==> config.mk <==
export PLATFORM = sky130hd
export DESIGN_NAME = sid_cfg_ctrl
export DESIGN_NICKNAME = d
export VERILOG_FILES = /design/src/rtl/sid_cfg_ctrl.sv
export SDC_FILE = /design/constraint.sdc
export NUM_CORES = 1
export LEC_CHECK = 0
export BUFFER_PORTS_ARGS = -buffer_cell sky130_fd_sc_hd__buf_2
export CAP_MARGIN = 30
export CORE_ASPECT_RATIO = 0.5
export CORE_UTILIZATION = 57
export DETAILED_ROUTE_END_ITERATION = 10
export GPL_ROUTABILITY_DRIVEN = 0
export HOLD_SLACK_MARGIN = 0.06
export PLACE_DENSITY = 0.79
export SYNTH_ARGS = -nofsm -noshare
export SYNTH_HDL_FRONTEND = slang
export SYNTH_SLANG_ARGS = --single-unit
==> constraint.sdc <==
create_clock -name clk -period 2.4 [get_ports clk]
set_input_delay 0.6 -clock clk [delete_from_list [all_inputs] [get_ports clk]]
set_output_delay 0.6 -clock clk [all_outputs]
set_load 0.005 [all_outputs]
==> src/rtl/sid_cfg_ctrl.sv <==
// Magic-byte configuration controller for one SID: key unlock, shadow staging, commit.
// Optional read-back of the shadow bytes is built when SID_CFG_READBACK_EN is defined.
module sid_cfg_ctrl #(
   parameter logic               DEFAULT_MODEL     = 1'b0,    // 0 = MOS6581, 1 = MOS8580
   parameter logic [2:0]         DEFAULT_ADDR      = 3'b000,  // 000 = D420, one-hot selects alternates
   parameter logic [8:0]         DEFAULT_FC_BASE   = 9'd220,
   parameter logic signed [10:0] DEFAULT_FC_OFFSET = 11'sd0,
   parameter int unsigned        TIMEOUT           = 1_000_000
) (
   input  logic        clk,
   input  logic        rst_n,
   input  logic        bus_we_i,
   input  logic        bus_oe_i,
   input  logic        bus_res_i,
   input  logic [4:0]  bus_addr_i,
   input  logic [7:0]  bus_data_i,
   output logic        cfg_model_o,
   output logic [2:0]  cfg_addr_o,
   output logic [8:0]  cfg_fc_base_o,
   output logic [10:0] cfg_fc_offset_o,
   output logic        cfg_upd,
   output logic        unlocked,
   output logic [7:0]  data_o,
   output logic        data_oe,
   output logic [1:0]  state_o
);

   localparam int TW = $clog2(TIMEOUT + 1);
   localparam logic [TW-1:0] TIMER_LD = TW'(TIMEOUT);

   typedef enum logic [1:0] {ST_LOCKED, ST_KEY1, ST_KEY2, ST_UNLOCKED} state_e;

   state_e        state_q, state_d;
   logic [TW-1:0] timer_q, timer_d;
   logic          sh_model_q, sh_model_d;
   logic [2:0]    sh_addr_q, sh_addr_d;
   logic [8:0]    sh_base_q, sh_base_d;
   logic [10:0]   sh_off_q, sh_off_d;
   logic          cfg_model_q, cfg_model_d;
   logic [2:0]    cfg_addr_q, cfg_addr_d;
   logic [8:0]    cfg_base_q, cfg_base_d;
   logic [10:0]   cfg_off_q, cfg_off_d;
   logic          upd_q, upd_d;
   logic          unlocked_q, unlocked_d;
   logic          magic_wr, key_wr, accepted;

   assign magic_wr = bus_we_i && (bus_addr_i >= 5'h19);
   assign key_wr   = bus_we_i && (bus_addr_i == 5'h1F);
   // Only key writes count in KEY1/KEY2; any magic byte counts when unlocked.
   assign accepted = (state_q == ST_UNLOCKED) ? magic_wr :
                     (state_q == ST_LOCKED)   ? 1'b0 : key_wr;

   always_comb begin
      state_d     = state_q;
      timer_d     = timer_q;
      sh_model_d  = sh_model_q;
      sh_addr_d   = sh_addr_q;
      sh_base_d   = sh_base_q;
      sh_off_d    = sh_off_q;
      cfg_model_d = cfg_model_q;
      cfg_addr_d  = cfg_addr_q;
      cfg_base_d  = cfg_base_q;
      cfg_off_d   = cfg_off_q;
      upd_d       = 1'b0;
      if (bus_res_i) begin
         state_d = ST_LOCKED;
         timer_d = '0;
      end else if (state_q == ST_LOCKED) begin
         if (key_wr && bus_data_i == 8'h52) begin
            state_d = ST_KEY1;
            timer_d = TIMER_LD;
         end
      end else if (accepted) begin
         timer_d = TIMER_LD;
         case (state_q)
            ST_KEY1, ST_KEY2: begin
               if (bus_data_i == 8'h52) begin
                  state_d = ST_KEY1;
               end else if (state_q == ST_KEY1 && bus_data_i == 8'h45) begin
                  state_d = ST_KEY2;
               end else if (state_q == ST_KEY2 && bus_data_i == 8'h44) begin
                  state_d    = ST_UNLOCKED;
                  sh_model_d = cfg_model_q;
                  sh_addr_d  = cfg_addr_q;
                  sh_base_d  = cfg_base_q;
                  sh_off_d   = cfg_off_q;
               end else begin
                  state_d = ST_LOCKED;
                  timer_d = '0;
               end
            end
            default: begin
               case (bus_addr_i)
                  5'h19: sh_model_d = bus_data_i[0];
                  5'h1A: if ((bus_data_i[2:0] & (bus_data_i[2:0] - 3'd1)) == 3'd0)
                            sh_addr_d = bus_data_i[2:0];
                  5'h1B: sh_base_d[7:0] = bus_data_i;
                  5'h1C: begin
                     sh_base_d[8]    = bus_data_i[0];
                     sh_off_d[10:8]  = bus_data_i[7:5];
                  end
                  5'h1D: sh_off_d[7:0] = bus_data_i;
                  5'h1E: begin
                     if (bus_data_i == 8'hA5) begin
                        cfg_model_d = sh_model_q;
                        cfg_addr_d  = sh_addr_q;
                        cfg_base_d  = sh_base_q;
                        cfg_off_d   = sh_off_q;
                        upd_d       = 1'b1;
                     end
                     state_d = ST_LOCKED;
                     timer_d = '0;
                  end
                  default: begin
                     state_d = (bus_data_i == 8'h52) ? ST_KEY1 : ST_LOCKED;
                     timer_d = (bus_data_i == 8'h52) ? TIMER_LD : '0;
                  end
               endcase
            end
         endcase
      end else if (timer_q <= TW'(1)) begin
         state_d = ST_LOCKED;
         timer_d = '0;
      end else begin
         timer_d = timer_q - TW'(1);
      end
      unlocked_d = (state_d == ST_UNLOCKED);
   end

   always_ff @(posedge clk or negedge rst_n) begin
      if (!rst_n) begin
         state_q     <= ST_LOCKED;
         timer_q     <= '0;
         sh_model_q  <= DEFAULT_MODEL;
         sh_addr_q   <= DEFAULT_ADDR;
         sh_base_q   <= DEFAULT_FC_BASE;
         sh_off_q    <= DEFAULT_FC_OFFSET;
         cfg_model_q <= DEFAULT_MODEL;
         cfg_addr_q  <= DEFAULT_ADDR;
         cfg_base_q  <= DEFAULT_FC_BASE;
         cfg_off_q   <= DEFAULT_FC_OFFSET;
         upd_q       <= 1'b0;
         unlocked_q  <= 1'b0;
      end else begin
         state_q     <= state_d;
         timer_q     <= timer_d;
         sh_model_q  <= sh_model_d;
         sh_addr_q   <= sh_addr_d;
         sh_base_q   <= sh_base_d;
         sh_off_q    <= sh_off_d;
         cfg_model_q <= cfg_model_d;
         cfg_addr_q  <= cfg_addr_d;
         cfg_base_q  <= cfg_base_d;
         cfg_off_q   <= cfg_off_d;
         upd_q       <= upd_d;
         unlocked_q  <= unlocked_d;
      end
   end

`ifdef SID_CFG_READBACK_EN
   logic [7:0] rd_q, rd_d;
   logic       rd_oe_q, rd_oe_d;

   // Read-back reflects the shadow as it stood before any same-cycle write.
   always_comb begin
      rd_d    = 8'h00;
      rd_oe_d = 1'b0;
      if (bus_oe_i && !bus_res_i && state_q == ST_UNLOCKED &&
          bus_addr_i >= 5'h19 && bus_addr_i <= 5'h1D) begin
         rd_oe_d = 1'b1;
         case (bus_addr_i)
            5'h19:   rd_d = {7'd0, sh_model_q};
            5'h1A:   rd_d = {5'd0, sh_addr_q};
            5'h1B:   rd_d = sh_base_q[7:0];
            5'h1C:   rd_d = {sh_off_q[10:8], 4'd0, sh_base_q[8]};
            default: rd_d = sh_off_q[7:0];
         endcase
      end
   end

   always_ff @(posedge clk or negedge rst_n) begin
      if (!rst_n) begin
         rd_q    <= 8'h00;
         rd_oe_q <= 1'b0;
      end else begin
         rd_q    <= rd_d;
         rd_oe_q <= rd_oe_d;
      end
   end

   assign data_o  = rd_q;
   assign data_oe = rd_oe_q;
`else
   logic unused_oe;
   assign unused_oe = bus_oe_i;
   assign data_o    = 8'h00;
   assign data_oe   = 1'b0;
`endif

   assign cfg_model_o     = cfg_model_q;
   assign cfg_addr_o      = cfg_addr_q;
   assign cfg_fc_base_o   = cfg_base_q;
   assign cfg_fc_offset_o = cfg_off_q;
   assign cfg_upd         = upd_q;
   assign unlocked        = unlocked_q;
   assign state_o         = state_q;

endmodule

==> impl_summary.log <==
INFO  metric run_status = finished clean
INFO  metric timing.setup.critical_path_class = flip-flop to flip-flop
INFO  metric cts_made_buffers = 9
INFO  metric ys_warn_count = 0
INFO  metric pre_cts_slack = -0.02406 ns
INFO  metric synth_top_area_cell = dfrtp_1
INFO  metric synth_enable_flop_cells = 0
INFO  metric die_h = 60.61 um
INFO  metric route.antenna.remaining_nets = 0
INFO  metric antenna_violations_before_repair = 0
INFO  metric root_buffer = clkbuf_16
INFO  metric r2r_start = state_o[0]
INFO  metric layout.cells.most_common = nand2_1
INFO  metric fp-row-count = 20
INFO  metric cp_data_arrival_time = 2.52 ns
INFO  metric cts.clk_slew.worst_paths = 0.05 ns
INFO  metric drv_slew = 0
INFO  metric power-per-cell-area = 630.8 nW/um^2
INFO  metric layoutNonFillerInstCount = 544
INFO  metric vias = 3225
INFO  metric final_setup_violation_count = 0
INFO  metric gr-usage-all-layers = 0.2674
INFO  metric route.detailed.wl_per_inst = 16.37 um
INFO  metric ctsLongestPathBuffers = 2
INFO  metric slew-limit-headroom = 0.5712
INFO  metric synth-seq-area-share = 0.4633
INFO  metric postSynthCellCount = 396
INFO  metric peakVddDrop = 0.4178 mV
INFO  metric layout_common_cells = 72 x nand2_1, 61 x dfrtp_1, 47 x mux2_2
INFO  metric drt_first_iter_violations = 282
INFO  metric dieArea = 7226 um^2
INFO  metric area_fraction_of_the_dominant_cell_type_after_synthesis = 0.3962
INFO  metric synth-async-reset-ratio = 1.000
INFO  metric finish.net_count = 476
INFO  metric grt_pass1_wl = 14730 um
INFO  metric place.detailed.hpwl = 6150 um
INFO  metric grt.overflow.total = 0
INFO  metric drc = 0
INFO  metric rsz0062_at_grt = false
INFO  metric antenna_cells = 0
INFO  metric number_of_buffers_added_to_fix_hold_violations_after_cts = 0
INFO  metric placeableCoreArea = 6356 um^2
INFO  metric largest_net_degree_at_the_start_of_global_routing = 73
INFO  metric layout_worst_path_cycle_share = 0.9500
INFO  metric clock-skew-final = 0.007401 ns
INFO  metric port_buffers = 44
INFO  metric synth_top_cells_by_area = dfrtp_1 40%, mux2_2 14%, nand2_1 6.9%, dfstp_2 6.7%, o21ai_0 2.3%
INFO  metric regToRegEndpoint = timer_q[9]
INFO  metric layout_cells_sized_above_1 = 0.3180
INFO  metric detailed_route_wl = 8904 um
INFO  metric dp.cells = 528
INFO  metric tritoncts_clock_tree = yes
INFO  metric cts_htree_levels = 3
INFO  metric setup.worst_path.end_class = flip-flop
INFO  metric reg_to_reg_setup_timing_slack = 0.12 ns
INFO  metric initial_utilization = 0.6161
INFO  metric fin_ws = 0.1200 ns
INFO  metric synth_area_per_cell = 9.890 um^2
INFO  metric clock_latency_at_the_later_pin_of_the_worst_skew_pair = 0.33 ns
INFO  metric post_synth_instance_area = 3916 um^2
INFO  metric synth_cell_types = 57
INFO  metric io_pins = 55
INFO  metric detail_route.first_pass.iterations = 5
INFO  metric setup.worst_path.start_class = flip-flop
INFO  metric hold_path.class = primary input to async pin
INFO  metric critPathRequiredTime = 2.64 ns
INFO  metric synth_seq_cells = 72
INFO  metric synthFlopType = dfrtp_1
INFO  metric grt_pass1_vias = 3197
INFO  metric critPathMaxFanout = 7
INFO  metric via_per_inst = 5.928
INFO  metric cts_sinks = 72
INFO  metric syn_to_final_growth = 17.99%
INFO  metric finalHoldViolations = 0
INFO  metric fill_cells = 455
INFO  metric chipWidth = 119.2 um
INFO  metric p_leak = 2.270 nW
INFO  metric fmaxAchievable = 0.4386 GHz
INFO  metric r2r.worst_path.cells = 9
INFO  metric maxCapViolCount = 0
INFO  metric worst-slew-pin-transition = 0.6416 ns
INFO  metric layout_min_cycle_time = 2.280 ns
-- critical path, stage by stage (launching register included) --
cell	delay [ns]
dfrtp_2	0.41
inv_1	0.09
ha_1	0.31
nand4b_1	0.23
a21o_1	0.25
nor2b_1	0.18
a211oi_4	0.33
buf_4	0.18
a31oi_1	0.04
nor3_1	0.18
-- worst max-delay path by stage --
stage,endpoint,start,cells after the start
detailed placement,timer_q[18],state_o[0],8
floorplan,sh_base_q[8],bus_addr_i[0],7
CTS,timer_q[6],state_o[0],8
global placement,timer_q[18],bus_data_i[1],7
finish,timer_q[9],state_o[0],9
global route,timer_q[15],timer_q[4],7
-- state kept, by name, indices dropped and copies added, names as in the netlist --
name and flops:
sh_base_q 9, sh_addr_q 3, timer_q 20, cfg_fc_offset_o 11
cfg_upd 1, cfg_model_o 1, sh_off_q 11, unlocked 1
sh_model_q 1, cfg_addr_o 3, state_o 2, cfg_fc_base_o 9
-- logic make-up (layout without fill, tap and decap cells) --
logic type | Yosys count | in the layout | share of synthesized area
muxes | 48 | 48 | 0.1380
buffers and inverters | 29 | 81 | 0.03898
other | 1 | 9 | 0.0009575
DFF | 72 | 72 | 0.4633
adders and majority gates | 7 | 7 | 0.02172
AOI/OAI and AO/OA | 69 | 69 | 0.1182
and+or+nand+nor | 170 | 170 | 0.2188
-- power by group --
| group | leakage (nW) | switching (mW) | total, mW | internal [mW] |
|---|---|---|---|---|
| logic | 1.17 | 0.158 | 0.246 | 0.0876 |
| registers | 0.954 | 0.0213 | 1.25 | 1.23 |
| clock network | 0.149 | 0.482 | 1.41 | 0.933 |
| total | 2.27 | 0.661 | 2.91 | 2.25 |
-- metal layers --
| layer | GRT usage | wire length, um |
|---|---|---|
| met3 | 0.06955 | 466 |
| met4 | 0.1085 | 204 |
| met1 | 0.3109 | 3697 |
| met5 | 0 | 0 |
| met2 | 0.4909 | 4537 |
-- cell type report --
cell class	count	area (um^2)	area share
multi-input cells	303	1993	0.4314
flip-flops and latches	72	1815	0.3929
repair buffers	60	365.4	0.07907
clock buffers	12	246.5	0.05334
well taps	88	110.1	0.02383
clock inverters	3	67.56	0.01462
inverters	6	22.52	0.004874
-- cells in the mapped netlist (2+ instances only) --
| master | instances |
|---|---|
| a21o_1 | 5 |
| nand4_1 | 2 |
| nand2_1 | 72 |
| or4_4 | 2 |
| inv_1 | 6 |
| buf_4 | 10 |
| dfrtp_1 | 62 |
| o21ai_0 | 18 |
| or4_1 | 2 |
| or3_1 | 4 |
| and2_1 | 2 |
| nor4_1 | 5 |
| o21ai_1 | 4 |
| dfstp_2 | 10 |
| o211a_1 | 2 |
| nor2_1 | 22 |
| a2111oi_0 | 2 |
| nor3b_1 | 4 |
| a31oi_1 | 9 |
| clkbuf_1 | 8 |
| and3_1 | 3 |
| nand3_1 | 11 |
| nor2b_1 | 3 |
| a21oi_1 | 11 |
| o211ai_1 | 2 |
| nor3b_2 | 2 |
| o21ai_2 | 2 |
| buf_2 | 5 |
| nor3_1 | 17 |
| mux2_2 | 47 |
| ha_1 | 6 |
| nand2b_1 | 10 |
| o31ai_1 | 2 |
-- per-stage QoR --
| stage | hold WS [ns] | utilization | instance area (um^2) | total power [mW] | TNS, ns |
|---|---|---|---|---|---|
| floorplan | 0.3044 | - | 3946 | 1.425 | 0 |
| global placement | 0.4816 | 0.6740 | 4284 | 1.499 | 0 |
| detailed placement | 0.4916 | 0.6740 | 4284 | 1.513 | -0.04761 |
| CTS | 0.3128 | 0.7246 | 4606 | 2.919 | 0 |
| global route | 0.3236 | 0.7270 | 4621 | 3.011 | 0 |
| finish | 0.2933 | 0.7270 | 4621 | 2.915 | 0 |
-- timing repair --
action                                  CTS  global route
setup buffers                             0             1
endpoints found under the setup margin    4             7
pin swaps                                 0             1
gates resized for setup                   1             3
No activity file was read; power rests on OpenSTA's default activity.
